==> src/rtl/sa_matmul.sv <==
// rtl/sa_matmul.sv - weight-stationary systolic C = A*B engine with register-array memories
// Define SA_MATMUL_SIGNED_EN for two's-complement arithmetic; unsigned otherwise.

module sa_mem #(
    parameter int EW    = 8,
    parameter int ELEMS = 4,
    parameter int DEPTH = 4,
    parameter int AW    = 2
) (
    input  logic               clk,
    input  logic [ELEMS-1:0]    wr_en,
    input  logic [ELEMS*AW-1:0] wr_addr,
    input  logic [ELEMS*EW-1:0] wr_data,
    input  logic [ELEMS*AW-1:0] rd_addr,
    output logic [ELEMS*EW-1:0] rd_data
);
    // Each element lane has its own row address so skewed rows can be touched in one cycle.
    logic [ELEMS*EW-1:0] mem_array [DEPTH];

    always_ff @(posedge clk) begin
        for (int e = 0; e < ELEMS; e++) begin
            if (wr_en[e])
                mem_array[wr_addr[e*AW +: AW]][e*EW +: EW] <= wr_data[e*EW +: EW];
        end
    end

    always_comb begin
        rd_data = '0;
        for (int e = 0; e < ELEMS; e++)
            rd_data[e*EW +: EW] = mem_array[rd_addr[e*AW +: AW]][e*EW +: EW];
    end
endmodule

module sa_ctrl #(
    parameter int NUM_ROWS   = 4,
    parameter int NUM_COLS   = 4,
    parameter int NUM_INPUTS = 4,
    parameter int CW         = 4
) (
    input  logic          clk,
    input  logic          rst_n,
    input  logic          i_start,
    output logic          o_done,
    output logic          load_w,
    output logic          compute,
    output logic [CW-1:0] count
);
    typedef enum logic [1:0] {IDLE, LOAD_W, COMPUTE, DONE} state_t;

    state_t        curr_state;
    logic [CW-1:0] count_r;

    assign count   = count_r;
    assign load_w  = (curr_state == LOAD_W);
    assign compute = (curr_state == COMPUTE);

    always_ff @(posedge clk or negedge rst_n) begin
        if (!rst_n) begin
            curr_state <= IDLE;
            count_r    <= '0;
            o_done     <= 1'b0;
        end else begin
            o_done <= 1'b0;
            case (curr_state)
                IDLE: begin
                    count_r <= '0;
                    if (i_start)
                        curr_state <= LOAD_W;
                end
                LOAD_W: begin
                    if (count_r == CW'(NUM_ROWS - 1)) begin
                        curr_state <= COMPUTE;
                        count_r    <= '0;
                    end else begin
                        count_r <= count_r + 1'b1;
                    end
                end
                COMPUTE: begin
                    if (count_r == CW'(NUM_INPUTS + NUM_ROWS + NUM_COLS - 1)) begin
                        curr_state <= DONE;
                        count_r    <= '0;
                        o_done     <= 1'b1;
                    end else begin
                        count_r <= count_r + 1'b1;
                    end
                end
                default: curr_state <= IDLE;
            endcase
        end
    end
endmodule

module sa_pe_array #(
    parameter int ADD_DATAWIDTH = 8,
    parameter int MUL_DATAWIDTH = 8,
    parameter int NUM_ROWS      = 4,
    parameter int NUM_COLS      = 4
) (
    input  logic                              clk,
    input  logic                              rst_n,
    input  logic                              load_w,
    input  logic [NUM_COLS*MUL_DATAWIDTH-1:0] w_row,
    input  logic [NUM_ROWS*MUL_DATAWIDTH-1:0] act_col,
    output logic [NUM_COLS*ADD_DATAWIDTH-1:0] psum_bottom
);
    localparam int PW = MUL_DATAWIDTH + ADD_DATAWIDTH;

    logic [MUL_DATAWIDTH-1:0] systolic_inputs  [NUM_ROWS][NUM_COLS];
    logic [MUL_DATAWIDTH-1:0] systolic_weights [NUM_ROWS][NUM_COLS];
    logic [ADD_DATAWIDTH-1:0] systolic_psums   [NUM_ROWS][NUM_COLS];
    logic [ADD_DATAWIDTH-1:0] systolic_outputs [NUM_ROWS][NUM_COLS];
    logic [MUL_DATAWIDTH-1:0] act_in           [NUM_ROWS][NUM_COLS];
    logic [MUL_DATAWIDTH-1:0] w_in             [NUM_ROWS][NUM_COLS];

    // Low ADD_DATAWIDTH bits of the product only depend on the extended operands' low bits.
    function automatic logic [ADD_DATAWIDTH-1:0] mac(
        input logic [ADD_DATAWIDTH-1:0] psum,
        input logic [MUL_DATAWIDTH-1:0] act,
        input logic [MUL_DATAWIDTH-1:0] wgt
    );
        logic [PW-1:0]            act_x;
        logic [PW-1:0]            wgt_x;
        logic [ADD_DATAWIDTH-1:0] prod;
`ifdef SA_MATMUL_SIGNED_EN
        act_x = {{(PW-MUL_DATAWIDTH){act[MUL_DATAWIDTH-1]}}, act};
        wgt_x = {{(PW-MUL_DATAWIDTH){wgt[MUL_DATAWIDTH-1]}}, wgt};
`else
        act_x = {{(PW-MUL_DATAWIDTH){1'b0}}, act};
        wgt_x = {{(PW-MUL_DATAWIDTH){1'b0}}, wgt};
`endif
        prod = ADD_DATAWIDTH'(act_x * wgt_x);
        return psum + prod;
    endfunction

    for (genvar k = 0; k < NUM_ROWS; k++) begin : g_row
        for (genvar n = 0; n < NUM_COLS; n++) begin : g_col
            if (n == 0) begin : g_left
                assign act_in[k][n] = act_col[k*MUL_DATAWIDTH +: MUL_DATAWIDTH];
            end else begin : g_inner
                assign act_in[k][n] = systolic_inputs[k][n-1];
            end

            if (k == 0) begin : g_top
                assign systolic_psums[k][n] = '0;
                assign w_in[k][n]           = w_row[n*MUL_DATAWIDTH +: MUL_DATAWIDTH];
            end else begin : g_below
                assign systolic_psums[k][n] = systolic_outputs[k-1][n];
                assign w_in[k][n]           = systolic_weights[k-1][n];
            end

            always_ff @(posedge clk or negedge rst_n) begin
                if (!rst_n) begin
                    systolic_inputs[k][n]  <= '0;
                    systolic_weights[k][n] <= '0;
                    systolic_outputs[k][n] <= '0;
                end else begin
                    systolic_inputs[k][n]  <= act_in[k][n];
                    systolic_outputs[k][n] <= mac(systolic_psums[k][n], systolic_inputs[k][n],
                                                  systolic_weights[k][n]);
                    if (load_w)
                        systolic_weights[k][n] <= w_in[k][n];
                end
            end
        end
    end

    for (genvar n = 0; n < NUM_COLS; n++) begin : g_bottom
        assign psum_bottom[n*ADD_DATAWIDTH +: ADD_DATAWIDTH] = systolic_outputs[NUM_ROWS-1][n];
    end
endmodule

module sa_matmul #(
    parameter int ADD_DATAWIDTH = 8,
    parameter int MUL_DATAWIDTH = 8,
    parameter int NUM_ROWS      = 4,
    parameter int NUM_COLS      = 4,
    parameter int NUM_INPUTS    = 4
) (
    input  logic clk,
    input  logic rst_n,
    input  logic i_start,
    output logic o_done
);
    localparam int CW  = $clog2(NUM_INPUTS + NUM_ROWS + NUM_COLS);
    localparam int IAW = (NUM_INPUTS > 1) ? $clog2(NUM_INPUTS) : 1;
    localparam int WAW = (NUM_ROWS > 1) ? $clog2(NUM_ROWS) : 1;

    logic                              load_w;
    logic                              compute;
    logic [CW-1:0]                     count;
    logic [NUM_ROWS*IAW-1:0]           in_rd_addr;
    logic [NUM_ROWS*MUL_DATAWIDTH-1:0] in_rd_data;
    logic [NUM_ROWS*MUL_DATAWIDTH-1:0] act_col;
    logic [WAW-1:0]                    w_addr;
    logic [NUM_COLS*WAW-1:0]           w_rd_addr;
    logic [NUM_COLS*MUL_DATAWIDTH-1:0] w_row;
    logic [NUM_COLS-1:0]               out_wr_en;
    logic [NUM_COLS*IAW-1:0]           out_wr_addr;
    logic [NUM_COLS*ADD_DATAWIDTH-1:0] psum_bottom;
    logic [NUM_COLS*ADD_DATAWIDTH-1:0] out_rd_unused;

    sa_ctrl #(.NUM_ROWS(NUM_ROWS), .NUM_COLS(NUM_COLS), .NUM_INPUTS(NUM_INPUTS), .CW(CW))
    sys_array_ctrl (
        .clk(clk), .rst_n(rst_n), .i_start(i_start), .o_done(o_done),
        .load_w(load_w), .compute(compute), .count(count)
    );

    sa_mem #(.EW(MUL_DATAWIDTH), .ELEMS(NUM_ROWS), .DEPTH(NUM_INPUTS), .AW(IAW)) input_mem (
        .clk(clk), .wr_en('0), .wr_addr('0), .wr_data('0),
        .rd_addr(in_rd_addr), .rd_data(in_rd_data)
    );

    sa_mem #(.EW(MUL_DATAWIDTH), .ELEMS(NUM_COLS), .DEPTH(NUM_ROWS), .AW(WAW)) weight_mem (
        .clk(clk), .wr_en('0), .wr_addr('0), .wr_data('0),
        .rd_addr(w_rd_addr), .rd_data(w_row)
    );

    sa_mem #(.EW(ADD_DATAWIDTH), .ELEMS(NUM_COLS), .DEPTH(NUM_INPUTS), .AW(IAW)) output_mem (
        .clk(clk), .wr_en(out_wr_en), .wr_addr(out_wr_addr), .wr_data(psum_bottom),
        .rd_addr('0), .rd_data(out_rd_unused)
    );

    sa_pe_array #(
        .ADD_DATAWIDTH(ADD_DATAWIDTH), .MUL_DATAWIDTH(MUL_DATAWIDTH),
        .NUM_ROWS(NUM_ROWS), .NUM_COLS(NUM_COLS)
    ) sys_array (
        .clk(clk), .rst_n(rst_n), .load_w(load_w),
        .w_row(w_row), .act_col(act_col), .psum_bottom(psum_bottom)
    );

    // Bottom weight row is fed first so row k ends up holding B[k] after NUM_ROWS shifts.
    assign w_addr = WAW'(NUM_ROWS - 1) - count[WAW-1:0];

    for (genvar n = 0; n < NUM_COLS; n++) begin : g_wr_addr
        assign w_rd_addr[n*WAW +: WAW] = w_addr;
    end

    // A negative row index wraps to at least NUM_INPUTS, so one compare gates both ends.
    for (genvar k = 0; k < NUM_ROWS; k++) begin : g_feed
        logic [CW-1:0] a_row;
        assign a_row = count - CW'(k);
        assign in_rd_addr[k*IAW +: IAW] = a_row[IAW-1:0];
        assign act_col[k*MUL_DATAWIDTH +: MUL_DATAWIDTH] =
            (compute && (a_row < CW'(NUM_INPUTS))) ? in_rd_data[k*MUL_DATAWIDTH +: MUL_DATAWIDTH] : '0;
    end

    // Column n emits C[m][n] NUM_ROWS+n+1 cycles after A row m enters the array.
    for (genvar n = 0; n < NUM_COLS; n++) begin : g_drain
        logic [CW-1:0] c_row;
        assign c_row = count - CW'(n + NUM_ROWS + 1);
        assign out_wr_en[n] = compute && (c_row < CW'(NUM_INPUTS));
        assign out_wr_addr[n*IAW +: IAW] = c_row[IAW-1:0];
    end
endmodule

==> config.mk <==
export PLATFORM = sky130hd
export DESIGN_NAME = sa_matmul
export DESIGN_NICKNAME = d
export VERILOG_FILES = /design/src/rtl/sa_matmul.sv
export SDC_FILE = /design/constraint.sdc
export NUM_CORES = 1
export LEC_CHECK = 0
export BUFFER_PORTS_ARGS = -buffer_cell sky130_fd_sc_hd__buf_2
export CORE_AREA = 2 2 39 41
export DETAILED_ROUTE_END_ITERATION = 10
export DIE_AREA = 0 0 41 43
export PLACE_DENSITY = 0.45
export SYNTH_ARGS = -nofsm -noshare
export SYNTH_HDL_FRONTEND = slang
export SYNTH_SLANG_ARGS = --single-unit
==> constraint.sdc <==
create_clock -name clk -period 1.7 [get_ports clk]
set_clock_uncertainty 0.05 [all_clocks]
set_input_delay 0.17 -clock clk [delete_from_list [all_inputs] [get_ports clk]]
set_output_delay 0.17 -clock clk [all_outputs]
set_load 0.02 [all_outputs]
Word-level counts from Yosys, hierarchy flattened
Index checks and enable logic that the tools add are counted.

Output and inout bits: 1. Word-level logic and storage cells: 23. Flip-flop bits (word level): 7. Input bits: 3.

Equal/unequal tests: 7. Muxes and demuxes: 9. Add/sub/neg operators: 1. Reductions and logical operators: 3.

Operators with widths (count): $pmux 4 s3 (1); $mux 4 (2); $mux 2 (3); $pmux 2 s3 (1); $add 4x1->4 const B (1); $eq 4x2->1 const B (1); $eq 4x4->1 const B (1); $ne 2x1->1 const B (2); $reduce_and 3->1 (1); $reduce_bool 3->1 (1); $eq 2x1->1 const B (1); $eq 2x2->1 const B (1); $logic_not 2->1 (1); $mux 1 (2); $ne 2x2->1 const B (1).

Depth between registers and ports, before layout
Depth in word-level cells: 3. Depth in mapped cells: 5. Mapped depth without buffers: 5.

Worst setup path after synthesis
OpenSTA, ideal clock, no wires.

Kind: reg-to-reg. Start point: register sys_array_ctrl.curr_state[0]. End point: register sys_array_ctrl.curr_state[1]. Path buffers: 0. Data arrival time: 1.265 ns. Cell stages (with the launch flop): 6. Slack: 0.260 ns. Data required time: 1.525 ns. Period minus slack after synthesis: 1.440 ns. Library setup time: 0.125 ns. Cell sequence: dfrtp_1 inv_1 ha_1 mux2i_1 o221ai_2 mux2_4.

Word-level cells in the longest chain between the ends: 3. Elaborated cells on any way between the ends: 8. Classes of those cells: eq/ne (5); mux (1); reduce/logical (2).

RTL lines: from (decl) (RTL line 50) `state_t curr_state;`; from (signal assigned) (RTL line 59) `curr_state <= IDLE;`; from (signal assigned) (RTL line 68) `curr_state <= LOAD_W;`; from (signal assigned) (RTL line 72) `curr_state <= COMPUTE;`; $eq 2x2->1, or another cell as far along; $ne 2x1->1 (no line) / $ne 2x2->1 (equally long branches); $reduce_and 3->1 (no line).

Several ways; a longest one is shown, not always the timed one. A chain may end at the register's enable or synchronous reset.

Worst setup path after layout
Ends and elaborated chain as after synthesis.

==> impl_summary.log <==
[metrics] number of flops mapped to enable cells by yosys: 0
[metrics] register clock-pin slew on the reported worst setup and hold paths: 60 ps
[metrics] Max VDD drop: 0.701 mV
[metrics] Gates resized, CTS repair: 0
[metrics] total of buffers placed on input and output ports: 3
[metrics] post-synthesis cell type with the largest combined area: dfrtp_1
[metrics] main flop type after synthesis: dfrtp_1
[metrics] global-route usage over all layers: 11.9%
[metrics] GP Congestion: 0.705
[metrics] num rows: 14
[metrics] worst-case clock buffer depth: 2
[metrics] Yosys cell types: 24
[metrics] synth warn: 0
[metrics] number of placed I/O pins: 4
[metrics] Crit Path Class: reg2reg
[metrics] Highest Clock Rate: 648 MHz
[metrics] DRC violations left: 0
[metrics] CP Buf/Inv Count: 1
[metrics] Slew HR: 80.7%
[metrics] WL/cell: 12.4 um
[metrics] antenna violations before repair: 0
[metrics] Inst Count DP: 59
[metrics] sum of overflow across all layers after global routing: 0
[metrics] min Tclk post-route: 1540 ps
[metrics] Crit. path cell count: 5
[metrics] Async S/R FF share, synth: 100%
[metrics] critical-path cell with the highest stage delay: dfrtp_1
[metrics] number of DRC markers after the initial detailed-route iteration: 1
[metrics] endpoint of the lowest-slack register-to-register path: sys_array_ctrl.curr_state[1]$_DFFE_PN0P_
[metrics] wire length of the first global-routing pass: 1330 um
[metrics] post-route antenna net violation count: 0
[metrics] Fillers: 149
[metrics] Avg Cell Area, Syn: 10.6 sq um
[metrics] Static Leak: 0.251 nW
[metrics] Cell Area, Placed: 465 sq um
[metrics] portion of the post-synthesis area used by sequential elements: 40.2%
[metrics] routed length on met2: 419 um
[metrics] cell area after synthesis: 435 sq um
[metrics] Power Density: 1700 nW/um^2
[metrics] WL final: 794 um
[metrics] number of register bits inferred by synthesis: 7
[metrics] stage delay of the slowest cell on the critical path: 380 ps
[metrics] layout net count: 57
[metrics] Worst-Margin Slew: 288 ps
[metrics] CTS root buffer: clkbuf_4
[metrics] chain of cells forming the critical path: inv_1 > ha_1 > mux2i_1 > o221ai_2 > mux2_4
[metrics] number of CTS-inserted buffers: 3
[metrics] synth-to-layout area growth: 15.2%
[metrics] unrepaired setup endpoints after global routing: yes
[metrics] leading cell types by total area after synthesis: dfrtp_1 40%, ha_1 14%, inv_1 3.4%
[metrics] maximum number of pins on one net before global-route repair: 10
[metrics] kind of launch point of the worst setup path: register
[metrics] post-route insts no fill: 64
[metrics] CP Data Required Time: 1790 ps
[metrics] TritonRoute pass-1 iters: 4
[metrics] outcome: finished clean
[metrics] wire length on met3: 38 um
[metrics] max-cap violation count: 0
[metrics] Die X-Extent: 41 um
[metrics] overall die area: 1760 sq um
[metrics] Critical Path End Type: register
[metrics] fraction of layout cells with a size suffix above 1: 20.8%
[metrics] Yosys top cell area share: 40.2%
[metrics] die extent in y: 43 um
[metrics] flop2flop setup slack: 160 ps
[metrics] number of levels in the clock H-tree: 1
[metrics] number of vias per cell after detailed routing: 4.98
[metrics] number of setup violations in the final report: 0
[metrics] later-pin clock latency in the skew report: 250 ps
[metrics] total via count after detailed routing: 319
[metrics] total chip power: 0.854 mW
[metrics] via count of the first global-routing pass: 320
[metrics] kind of cell with the highest combined delay on the critical path: multiplexers
[metrics] Register Area: 175 sq um
[metrics] Worst R2R Path Depth: 5
[metrics] starting density of the core: 31.5%
[metrics] Crit Path Max Fanout: 5
[metrics] total count of max-transition violations in the final report: 0
[metrics] hold violation count in the final report: 0
[metrics] final design instance area without fill: 502 sq um
[metrics] Cells after Synth: 41
[metrics] Multi-input gate area: 240 sq um
[metrics] highest routed layer: met3
[metrics] TritonCTS clock tree: done
[metrics] number of clock sinks: 7
[metrics] sum of routed wire segments on met1: 335 um
[metrics] Period Utilization, post-route: 90.8%
[metrics] worst endpoint data arrival time: 1630 ps
[metrics] Reg-to-Reg Start: sys_array_ctrl.curr_state[0]$_DFFE_PN0P_
[metrics] placeable core region: 1380 sq um
[metrics] diode count: 0
[metrics] hold crit path type: in2async
[metrics] Post-Syn Nets: 49
[final cells by class]
cell class	instances	share of cell area, %
multi-input combinational	29	47.9
sequential	7	34.9
clock buffer	4	5.24
timing repair buffer	4	4.99
tap	16	3.99
inverter	4	2.99
[sequential cells by signal, summed over array words and instances, names as in the netlist]
name and count:
sys_array_ctrl.curr_state 2, sys_array_ctrl.count 4, sys_array_ctrl.o_done 1
[cell usage after synthesis, drive strengths merged (2+ instances only)]
cell type and n:
dfrtp 7, mux2 2, o21ai 3, ha 5, nor2 4, inv 4
[cells by family after synthesis]
group                      synth area share (%)
AOI/OAI and AO/OA                          19.0
adders and majority gates                  14.4
buffers and inverters                      4.60
DFF                                        40.2
muxes                                      8.33
and+or+nand+nor                            13.5
[through the flow]
stage	TNS (ps)	hold WS, ps	setup slack (ps)	util, %
after global routing	-0.400	254	-0.400	36.3
after global placement	0	-34.2	185	33.6
after floorplan	0	-176	260	-
after CTS	0	234	152	36.3
final	0	228	156	36.3
after detailed placement	0	-33.7	163	33.6
[cells in the final DEF (no fill, tap or decap)]
master,count
dfrtp_1,7
ha_1,5
inv_1,4
nor2_1,4
clkbuf_4,3
buf_2,3
o21ai_0,2
nor2b_1,1
and3_2,1
nand3_1,1
mux2_2,1
mux2i_1,1
o21ai_1,1
a32o_1,1
o221ai_2,1
a211o_1,1
o2bb2ai_1,1
mux2_4,1
nand2b_1,1
nand2_1,1
and2_1,1
a31o_1,1
and3b_1,1
o21bai_1,1
a22o_1,1
clkbuf_1,1
dlygate4sd3_1,1
[report_power, final]
part | switching, mW | leakage [nW] | internal, mW
registers | 0.0417 | 0.0929 | 0.214
clock network | 0.0640 | 0.0150 | 0.0897
logic | 0.238 | 0.144 | 0.207
total | 0.344 | 0.251 | 0.510
[worst max-delay path by stage]
stage / slack [ps] / to / startpoint
global route: -0.4 / sys_array_ctrl.count[3]$_DFFE_PN0P_ / sys_array_ctrl.curr_state[0]$_DFFE_PN0P_
finish: 160 / sys_array_ctrl.curr_state[1]$_DFFE_PN0P_ / sys_array_ctrl.curr_state[0]$_DFFE_PN0P_
detailed placement: 160 / sys_array_ctrl.curr_state[1]$_DFFE_PN0P_ / sys_array_ctrl.curr_state[0]$_DFFE_PN0P_
global placement: 180 / sys_array_ctrl.curr_state[1]$_DFFE_PN0P_ / sys_array_ctrl.curr_state[0]$_DFFE_PN0P_
CTS: 150 / sys_array_ctrl.curr_state[1]$_DFFE_PN0P_ / sys_array_ctrl.curr_state[0]$_DFFE_PN0P_
floorplan: 260 / sys_array_ctrl.curr_state[1]$_DFFE_PN0P_ / sys_array_ctrl.curr_state[0]$_DFFE_PN0P_
[worst register-to-register path, delay by kind of cell (launching register included)]
family / cells / cell delay, ps
AOI/OAI and AO/OA: 1 / 160
adders and majority gates: 1 / 240
buffers and inverters: 1 / 80
DFF: 1 / 380
muxes: 2 / 520
[routing by layer]
layer,track usage [%],vias up
met1,14.8,153
met2,17.2,6
met3,4.71,0
li1,-,160
met4,6.00,0
met5,0,-
[repair_timing]
item,4_1_cts,5_1_grt
hold buffers,1,0
buffers inserted,0,0
endpoints found under the hold margin,7,0
setup endpoints to repair,0,1
No activity file was read; power rests on OpenSTA's default activity.
